### src/rtl/stages_definition_pkg.sv
// Shared types and constants for the fetch/decode boundary.
// Imported by the fetch stage and its PC unit.
package stages_definition_pkg;

  localparam int N = 32;

  typedef enum logic {
    RUN,
    HALT
  } fetch_state_t;

  typedef struct packed {
    logic [N-1:0] inst;
    logic [N-1:0] r15;
    logic         valid;
  } fetch_deco_interface;

  localparam logic [N-1:0] NOP_INST   = 32'h0000_0000;
  localparam logic [N-1:0] HALT_INST  = 32'hFFFF_FFFF;
  localparam logic [N-1:0] PC_STEP    = 32'd4;
  localparam logic [N-1:0] R15_OFFSET = 32'd8;

  function automatic fetch_deco_interface fd_bubble();
    fetch_deco_interface b;
    b.inst  = NOP_INST;
    b.r15   = '0;
    b.valid = 1'b0;
    return b;
  endfunction

endpackage

### src/rtl/fetch_pc_unit.sv
// Program counter register with reset/branch/hold/increment
// next-PC selection.
module fetch_pc_unit
  import stages_definition_pkg::*;
#(
  parameter logic [N-1:0] RESET_PC = 32'h0000_0000
) (
  input  logic         clk,
  input  logic         rst,
  input  logic         branch_en_i,
  input  logic [N-1:0] branch_target_i,
  input  logic         hold_i,
  output logic [N-1:0] pc_o
);

  logic [N-1:0] pc_q;
  logic [N-1:0] pc_d;

  always_comb begin
    pc_d = pc_q;
    if (branch_en_i) begin
      pc_d = {branch_target_i[N-1:2], 2'b00};
    end else if (!hold_i) begin
      pc_d = pc_q + PC_STEP;
    end
  end

  always_ff @(posedge clk) begin
    if (rst) begin
      pc_q <= RESET_PC;
    end else begin
      pc_q <= pc_d;
    end
  end

  assign pc_o = pc_q;

endmodule

### src/rtl/fetch_stage.sv
// Instruction fetch: PC, F/D pipeline register, halt FSM
// and accepted-instruction counter.
module fetch_stage
  import stages_definition_pkg::*;
#(
  parameter int           N        = 32,
  parameter logic [N-1:0] RESET_PC = 32'h0000_0000
) (
  input  logic         clk,
  input  logic         rst,
  input  logic         stall,
  input  logic         branch_en,
  input  logic [N-1:0] branch_target,
  input  logic [N-1:0] imem_rdata,
  output logic [N-1:0] imem_addr,
  output logic [N-1:0] inst_d,
  output logic [N-1:0] r15_d,
  output logic         valid_d,
  output logic         halted,
  output logic [31:0]  fetch_count
);

  fetch_state_t        state_q, state_d;
  fetch_deco_interface fd_q, fd_d;
  logic [31:0]         cnt_q, cnt_d;
  logic [N-1:0]        pc_f;
  logic                is_halt;
  logic                run_fetch;
  logic                pc_hold;

  assign is_halt   = (imem_rdata == HALT_INST);
  assign run_fetch = (state_q == RUN) && !stall && !branch_en;
  // A fetched halt word parks the PC on itself.
  assign pc_hold   = stall || (state_q == HALT)
                  || (run_fetch && is_halt);

  fetch_pc_unit #(
    .RESET_PC(RESET_PC)
  ) u_pc (
    .clk            (clk),
    .rst            (rst),
    .branch_en_i    (branch_en),
    .branch_target_i(branch_target),
    .hold_i         (pc_hold),
    .pc_o           (pc_f)
  );

  always_comb begin
    state_d = state_q;
    fd_d    = fd_q;
    cnt_d   = cnt_q;
    if (branch_en) begin
      fd_d    = fd_bubble();
      state_d = RUN;
    end else if (stall) begin
      fd_d    = fd_q;
    end else if (state_q == HALT) begin
      fd_d    = fd_bubble();
    end else begin
      fd_d.inst  = imem_rdata;
      fd_d.r15   = pc_f + R15_OFFSET;
      fd_d.valid = 1'b1;
      cnt_d      = cnt_q + 32'd1;
      if (is_halt) begin
        state_d = HALT;
      end
    end
  end

  always_ff @(posedge clk) begin
    if (rst) begin
      state_q <= RUN;
      fd_q    <= fd_bubble();
      cnt_q   <= '0;
    end else begin
      state_q <= state_d;
      fd_q    <= fd_d;
      cnt_q   <= cnt_d;
    end
  end

  assign imem_addr   = pc_f;
  assign inst_d      = fd_q.inst;
  assign r15_d       = fd_q.r15;
  assign valid_d     = fd_q.valid;
  assign halted      = (state_q == HALT);
  assign fetch_count = cnt_q;

endmodule

### config.mk
export PLATFORM = sky130hd
export DESIGN_NAME = fetch_stage
export DESIGN_NICKNAME = d
export VERILOG_FILES = /design/src/rtl/stages_definition_pkg.sv /design/src/rtl/fetch_pc_unit.sv /design/src/rtl/fetch_stage.sv
export SDC_FILE = /design/constraint.sdc
export NUM_CORES = 1
export LEC_CHECK = 0
export ABC_AREA = 1
export CAP_MARGIN = 20
export CORE_UTILIZATION = 30
export DETAILED_ROUTE_END_ITERATION = 6
export PLACE_DENSITY = 0.68
export SYNTH_ARGS = -nofsm -noshare
export SYNTH_HDL_FRONTEND = slang
export SYNTH_SLANG_ARGS = --single-unit
### constraint.sdc
create_clock -name clk -period 1.4 [get_ports clk]
set_input_delay 0.14 -clock clk [delete_from_list [all_inputs] [get_ports clk]]
set_output_delay 0.14 -clock clk [all_outputs]
set_load 0.03 [all_outputs]
==> impl_results.md <==
- Max-cap violations: 0
- Post-DP HPWL: 18900 µm
- Worst IR drop on VDD: roughly 770 µV
- Slew Limit Fails: 0
- Final net count: 1511
- Cell family with most CP delay: simple AND/OR/NAND/NOR gates
- Cell count after synthesis: approximately 1100
- Most used cell, CP: nor2_4
- Critical Setup Path Class: reg -> reg
- GRT overflow: 0
- Share of cells above drive strength 1: between 40% and 50%
- Measured slew at the worst slew-check pin: 0.652 ns
- Post-synthesis xor/xnor area fraction: approximately 1.3%
- Die Height: roughly 150 µm
- CP Max Fanout: 4
- Seq cells post-synth: 126
- Final period util: 116%
- DRT iter0 DRCs: 520
- Slew HR: between 50% and 60%
- Unrepaired setup endpoints after global routing: true
- Critical path endpoint category: flip-flop
- Largest net degree at the start of global routing: between 60 and 70
- Die W: roughly 150 µm
- Total Power: between 9 and 10 mW
- Worst-path clk slew: ~0.06 ns
- Syn. warnings: 0
- Vias: roughly 8400
- Placer Congestion: just under 1
- Worst-case clock buffer depth: 2
- Static leakage: about 5.3 nW
- Synthesized area per cell: between 6 and 7 µm²
- IO Pins: ~200
- Final worst slack: -0.227 ns
- Multiplexer share of the synthesized area: less than 1%
- TritonCTS Buffers: 17
- Seq/Total Area, Yosys: 37.1%
- P&R area growth vs syn: 80.3%
- Synth Area in Compound Gates: between 10% and 20%
- Final hold violation count: 0
- Initial core utilization: a little under a third
- Critical Path AT: between 1.5 and 2 ns
- Worst Hold Class: in -> reg
- # port buffers: 191
- Wire length per cell: about 16 µm
- Status: finished with violations
- Mapped cell area: around 7000 µm²
- Clock Skews: approximately 0.011 ns
- Critical path's slowest cell: dfxtp_4
- Vias/cell: just under 5
- Core Rows: between 50 and 60
- Root Buffer: clkbuf_16
- Die area: between 20000 and 25000 µm²
- Pwr dens: 810 nW/µm²
- CP max stage delay: roughly 0.38 ns
- Adder-Cell Fraction of Synth Area: less than 1%
- CTS tree: built
- Initial antenna violation count: 6
- Simple-Gate Fraction of Synth Area: around two fifths
- Util after Layout: 55.7%
- Final wirelength: 27600 µm
- Achievable Freq: ~600 MHz
- Worst-Skew Late Latency: roughly 0.43 ns
- Final setup viols: 75
- CP bufs+invs: 3
- Vias in the first global route: a little under 8000
- Worst Setup Start Kind: flip-flop
- Critical-path cell list: ha_4, inv_4, nor2_4, inv_2, nor2_4, inv_4, nor2_4, nand2_1, nand2_1, nand3_2, a21oi_2
- Worst endpoint required time: roughly 1.8 ns
- Diodes inserted: 0
- First-pass GRT wire length: between 40000 and 50000 µm
- Pre-CTS setup slack: -0.445 ns
- TritonRoute pass-1 iters: 7
- Clock Sinks: 126
- H-tree Lvls: 4
- Routed Antenna Nets: 0
- Largest family of logic cells by synthesized area: simple AND/OR/NAND/NOR gates
- GRT Overall Usage: between 20 and 25%
- Synth cell types: 39
- Failing checks: design-rule violations, negative setup slack
- Final min period: between 1.5 and 2 ns
- Core box area: ~22000 µm²
- Drt drc: 16
repair_timing:
item,4_1_cts,5_1_grt
hold buffers,0,0
setup buffers,17,29
pin swaps,56,88
cloned,0,1
setup endpoints to repair,187,106
gates resized for setup,323,217
layout by cell type (no fill, tap or decap), drive strengths merged, types with 3 or more instances in the layout:
master,instances
inv,88
nor3,18
clkbuf,32
dfxtp,126
clkdlybuf4s15,29
a21oi,107
xor2,8
dlygate4sd2,67
buf,220
clkinv,8
a31oi,4
nand2,363
nand4,10
o21ai,54
clkdlybuf4s50,63
conb,4
nand3,78
ha,3
nand3b,4
nor2,148
final cells by class:
| cell class | count | area [µm²] |
|---|---|---|
| fill | 1956 | 9760 |
| multi-input combinational | 815 | 4760 |
| timing repair buffer | 393 | 3580 |
| sequential | 126 | 2650 |
| clock buffer | 19 | 454 |
| inverter | 87 | 362 |
| tap | 280 | 350 |
| clock inverter | 12 | 109 |
worst paths after layout:
| path | from | to | slack, ns | depth (start not counted) |
|---|---|---|---|---|
| worst max-delay path | u_pc.pc_o[4] | r15_d[29] | -0.23 | 11 |
| worst min-delay path | imem_rdata[31] | inst_d[31] | 0.03 | 3 |
| worst max register to register | u_pc.pc_o[4] | r15_d[29] | -0.23 | 11 |
| worst min register to register | inst_d[17] | inst_d[17] | 0.46 | 2 |
flip-flops by register name, indices dropped and copies added (netlist names):
| signal | count |
|---|---|
| fetch_count | 32 |
| inst_d | 32 |
| r15_d | 30 |
| u_pc.pc_o | 30 |
| halted | 1 |
| valid_d | 1 |
worst register-to-register path, stage by stage (launching register included):
cell and delay, ns:
dfxtp_4 0.38, ha_4 0.18, inv_4 0.05, nor2_4 0.20, inv_2 0.07, nor2_4 0.13, inv_4 0.07, nor2_4 0.11
nand2_1 0.06, nand2_1 0.08, nand3_2 0.11, a21oi_2 0.14
kinds of logic (layout without fill, tap and decap cells):
logic type / after synthesis / after routing
simple gates: 626 / 626
other cells: 1 / 4
xor+xnor: 10 / 10
fa+ha+maj: 3 / 3
buf+inv: 127 / 511
mux: 2 / 2
compound gates: 170 / 170
flops: 126 / 126
through the flow:
| step | TNS (ns) | instances | cell area [µm²] | hold WS, ns |
|---|---|---|---|---|
| global route | -13.21 | 1732 | 12300 | 0.0199 |
| floorplan | -0.391 | 1068 | 7020 | 0.285 |
| detailed placement | -37.22 | 1659 | 10400 | 0.454 |
| global placement | -37.70 | 1659 | 10400 | 0.446 |
| finish | -7.01 | 1732 | 12300 | 0.0281 |
| CTS | -2.66 | 1706 | 11500 | 0.164 |
power breakdown:
group / internal [mW] / switching (mW)
clock network: 2.54 / 1.79
logic: 0.788 / 1.01
registers: 3.69 / 0.111
total: 7.02 / 2.91
per-layer routing:
layer | track usage [%] | vias up | routed length, µm
li1 | - | 4179 | -
met1 | 28.7 | 3919 | 11800
met2 | 36.5 | 283 | 13300
met3 | 6.09 | 51 | 1960
met4 | 6.64 | 6 | 488
met5 | 0 | - | 39
synth_stat cells, drive strengths merged:
cell	n	area (µm²)
a31oi	4	25.0
xnor2	2	17.5
nor3	18	105
dfxtp	126	2520
o21ai	54	270
nand4	10	62.6
nand2	363	1410
nor2	148	689
o21a	2	15.0
buf	14	95.1
mux2i	2	20.0
nor4	2	12.5
o211ai	1	7.51
a211oi	1	7.51
a21oi	107	547
nor3b	1	7.51
nand3b	4	30.0
nand3	78	395
o21bai	1	7.51
conb	1	3.75
clkbuf	26	97.6
xor2	8	70.1
or2	2	12.5
ha	3	37.5
inv	87	329
Note: power is estimated with default switching activity, not from simulation.
==> RTL edit: new RTL, same settings <==
`N` is set to 32 in 2 places; all go to 64.
--- a/src/rtl/stages_definition_pkg.sv
+++ b/src/rtl/stages_definition_pkg.sv
@@ -2,7 +2,7 @@
 // Imported by the fetch stage and its PC unit.
 package stages_definition_pkg;
 
-  localparam int N = 32;
+  localparam int N = 64;
 
   typedef enum logic {
     RUN,
--- a/src/rtl/fetch_stage.sv
+++ b/src/rtl/fetch_stage.sv
@@ -3,7 +3,7 @@
 module fetch_stage
   import stages_definition_pkg::*;
 #(
-  parameter int           N        = 32,
+  parameter int           N        = 64,
   parameter logic [N-1:0] RESET_PC = 32'h0000_0000
 ) (
   input  logic         clk,
Interface: changed (5 resized); port bits go from 198 to 358. The function was not compared with the original's and may differ.
==> RTL edit against the original RTL <==
The flow finishes with violations (setup timing); wire length grew 140%; sequential cell count rose by 96; total power grew 78%; clock power up 69%; synthesized area is 88% higher; sequential share of layout area fell by 2.3 points; cell area increased by 97%; setup slack got worse by 0.30 ns; non-clock buffer count grew 415; largest cell class unchanged; highest routed layer unchanged.
==> RTL edit: results (changes against the original RTL) <==
| Metric | Value |
|---|---|
| Outcome | finished, violations left |
| Failing checks | setup timing |
| FF+latch count | 222 (+76%) |
| Fill cells | 3706 (+89%) |
| Data buffer area share | 32.5% (+3.4 points) |
| Final #Nets | 2953 (+95%) |
| Post-synthesis compound-gate area fraction | 12.8% (-0.17 points) |
| Post-placement cell count | 3219 (+94%) |
| Post-DP HPWL | 47000 um (+150%) |
| # diodes | 4 (+4) |
| Pre-CTS WS | -0.882 ns (-0.438 ns) |
| WP data arrival | 2.42 ns (+0.43 ns) |
| Final Wtd Congestion | 0.990 (+2.1%) |
| Clk_skew | 0.0305 ns (+0.0195 ns) |
| Port bufs | 351 (+84%) |
| LEAKAGE | 0.0103 uW (+95%) |
| Drt wl/cell | 19.2 um (+21%) |
| # setup viols final | 233 (+210%) |
| Vias in the first global route | 16200 (+110%) |
| Vias per std cell | 5.04 (+3.5%) |
| Final WS setup | -0.531 ns (-0.304 ns) |
| Largest net degree at the start of global routing | 91 (+42%) |
| CLK BUF | 42 (+23) |
| Setup TNS | -53.90 ns (-46.90 ns) |
| DRT Wirelength | 65100 um (+140%) |
| TritonCTS buffer count | 27 (+10) |
| Multi-input gate share of total cell area | 38.0% (-0.75 points) |
| Top cells by area, synth | dfxtp_1, nand2_1, a21oi_1 |
| Clock network area share | 3.81% (-0.79 points) |
| TritonRoute pass-1 iters | 6 (-1) |
| Non-CTS buffers | 808 (+110%) |
| Adder-Cell Fraction of Synth Area | 0.294% (-0.26 points) |
| Post-Syn Instances | 2059 (+93%) |
| CTS resizes | 1094 (+240%) |
| H-tree Lvls | 1 (-3) |
| Pint | 12400 uW (+77%) |
| Hold-fix buffers at CTS | 3 (+3) |
## RTL edit: cell types whose count changed after synthesis, moves of 81 or more
cell     unedited run  this run
nand2_1           349       651
nor2_1            120       250
inv_1              76       188
dfxtp_1           126       222
a21oi_1           106       192
nand3_1            77       158
## RTL edit: logic make-up after synthesis
family	count (synthesis)
and+or+nand+nor	1213
AOI/OAI and AO/OA	316
buffers and inverters	285
DFF	222
xor gates and xnor gates	19
adders and majority gates	3
other	1
## RTL edit: through the flow
stage | power, uW | util (%) | area [um2]
floorplan | 8270 | - | 13300
global placement | 10000 | 47.9 | 20100
detailed placement | 10100 | 47.9 | 20100
CTS | 17600 | 53.6 | 22500
global route | 18300 | 57.6 | 24200
finish | 17700 | 57.6 | 24200
## RTL edit: worst paths after layout
| path | start | endpoint | slack, ns | depth (start not counted) |
|---|---|---|---|---|
| worst max-delay path | u_pc.pc_o[4]$_SDFFE_PP0P_ | r15_d[13]$_SDFFE_PP0N_ | -0.53 | 11 |
| worst min-delay path | imem_rdata[56] | inst_d[56]$_SDFFE_PP0N_ | 0.04 | 3 |
| worst max register to register | u_pc.pc_o[4]$_SDFFE_PP0P_ | r15_d[13]$_SDFFE_PP0N_ | -0.53 | 11 |
| worst min register to register | inst_d[22]$_SDFFE_PP0N_ | inst_d[22]$_SDFFE_PP0N_ | 0.46 | 2 |
## RTL edit: per-layer routing
| metal | vias up | GRT usage, % | part of all wire [%] |
|---|---|---|---|
| li1 | 8092 | - | - |
| met3 | 191 | 5.78 | 8.3 |
| met2 | 764 | 46.0 | 47 |
| met5 | - | 0 | 0.037 |
| met1 | 8000 | 34.1 | 39 |
| met4 | 4 | 13.2 | 5.2 |
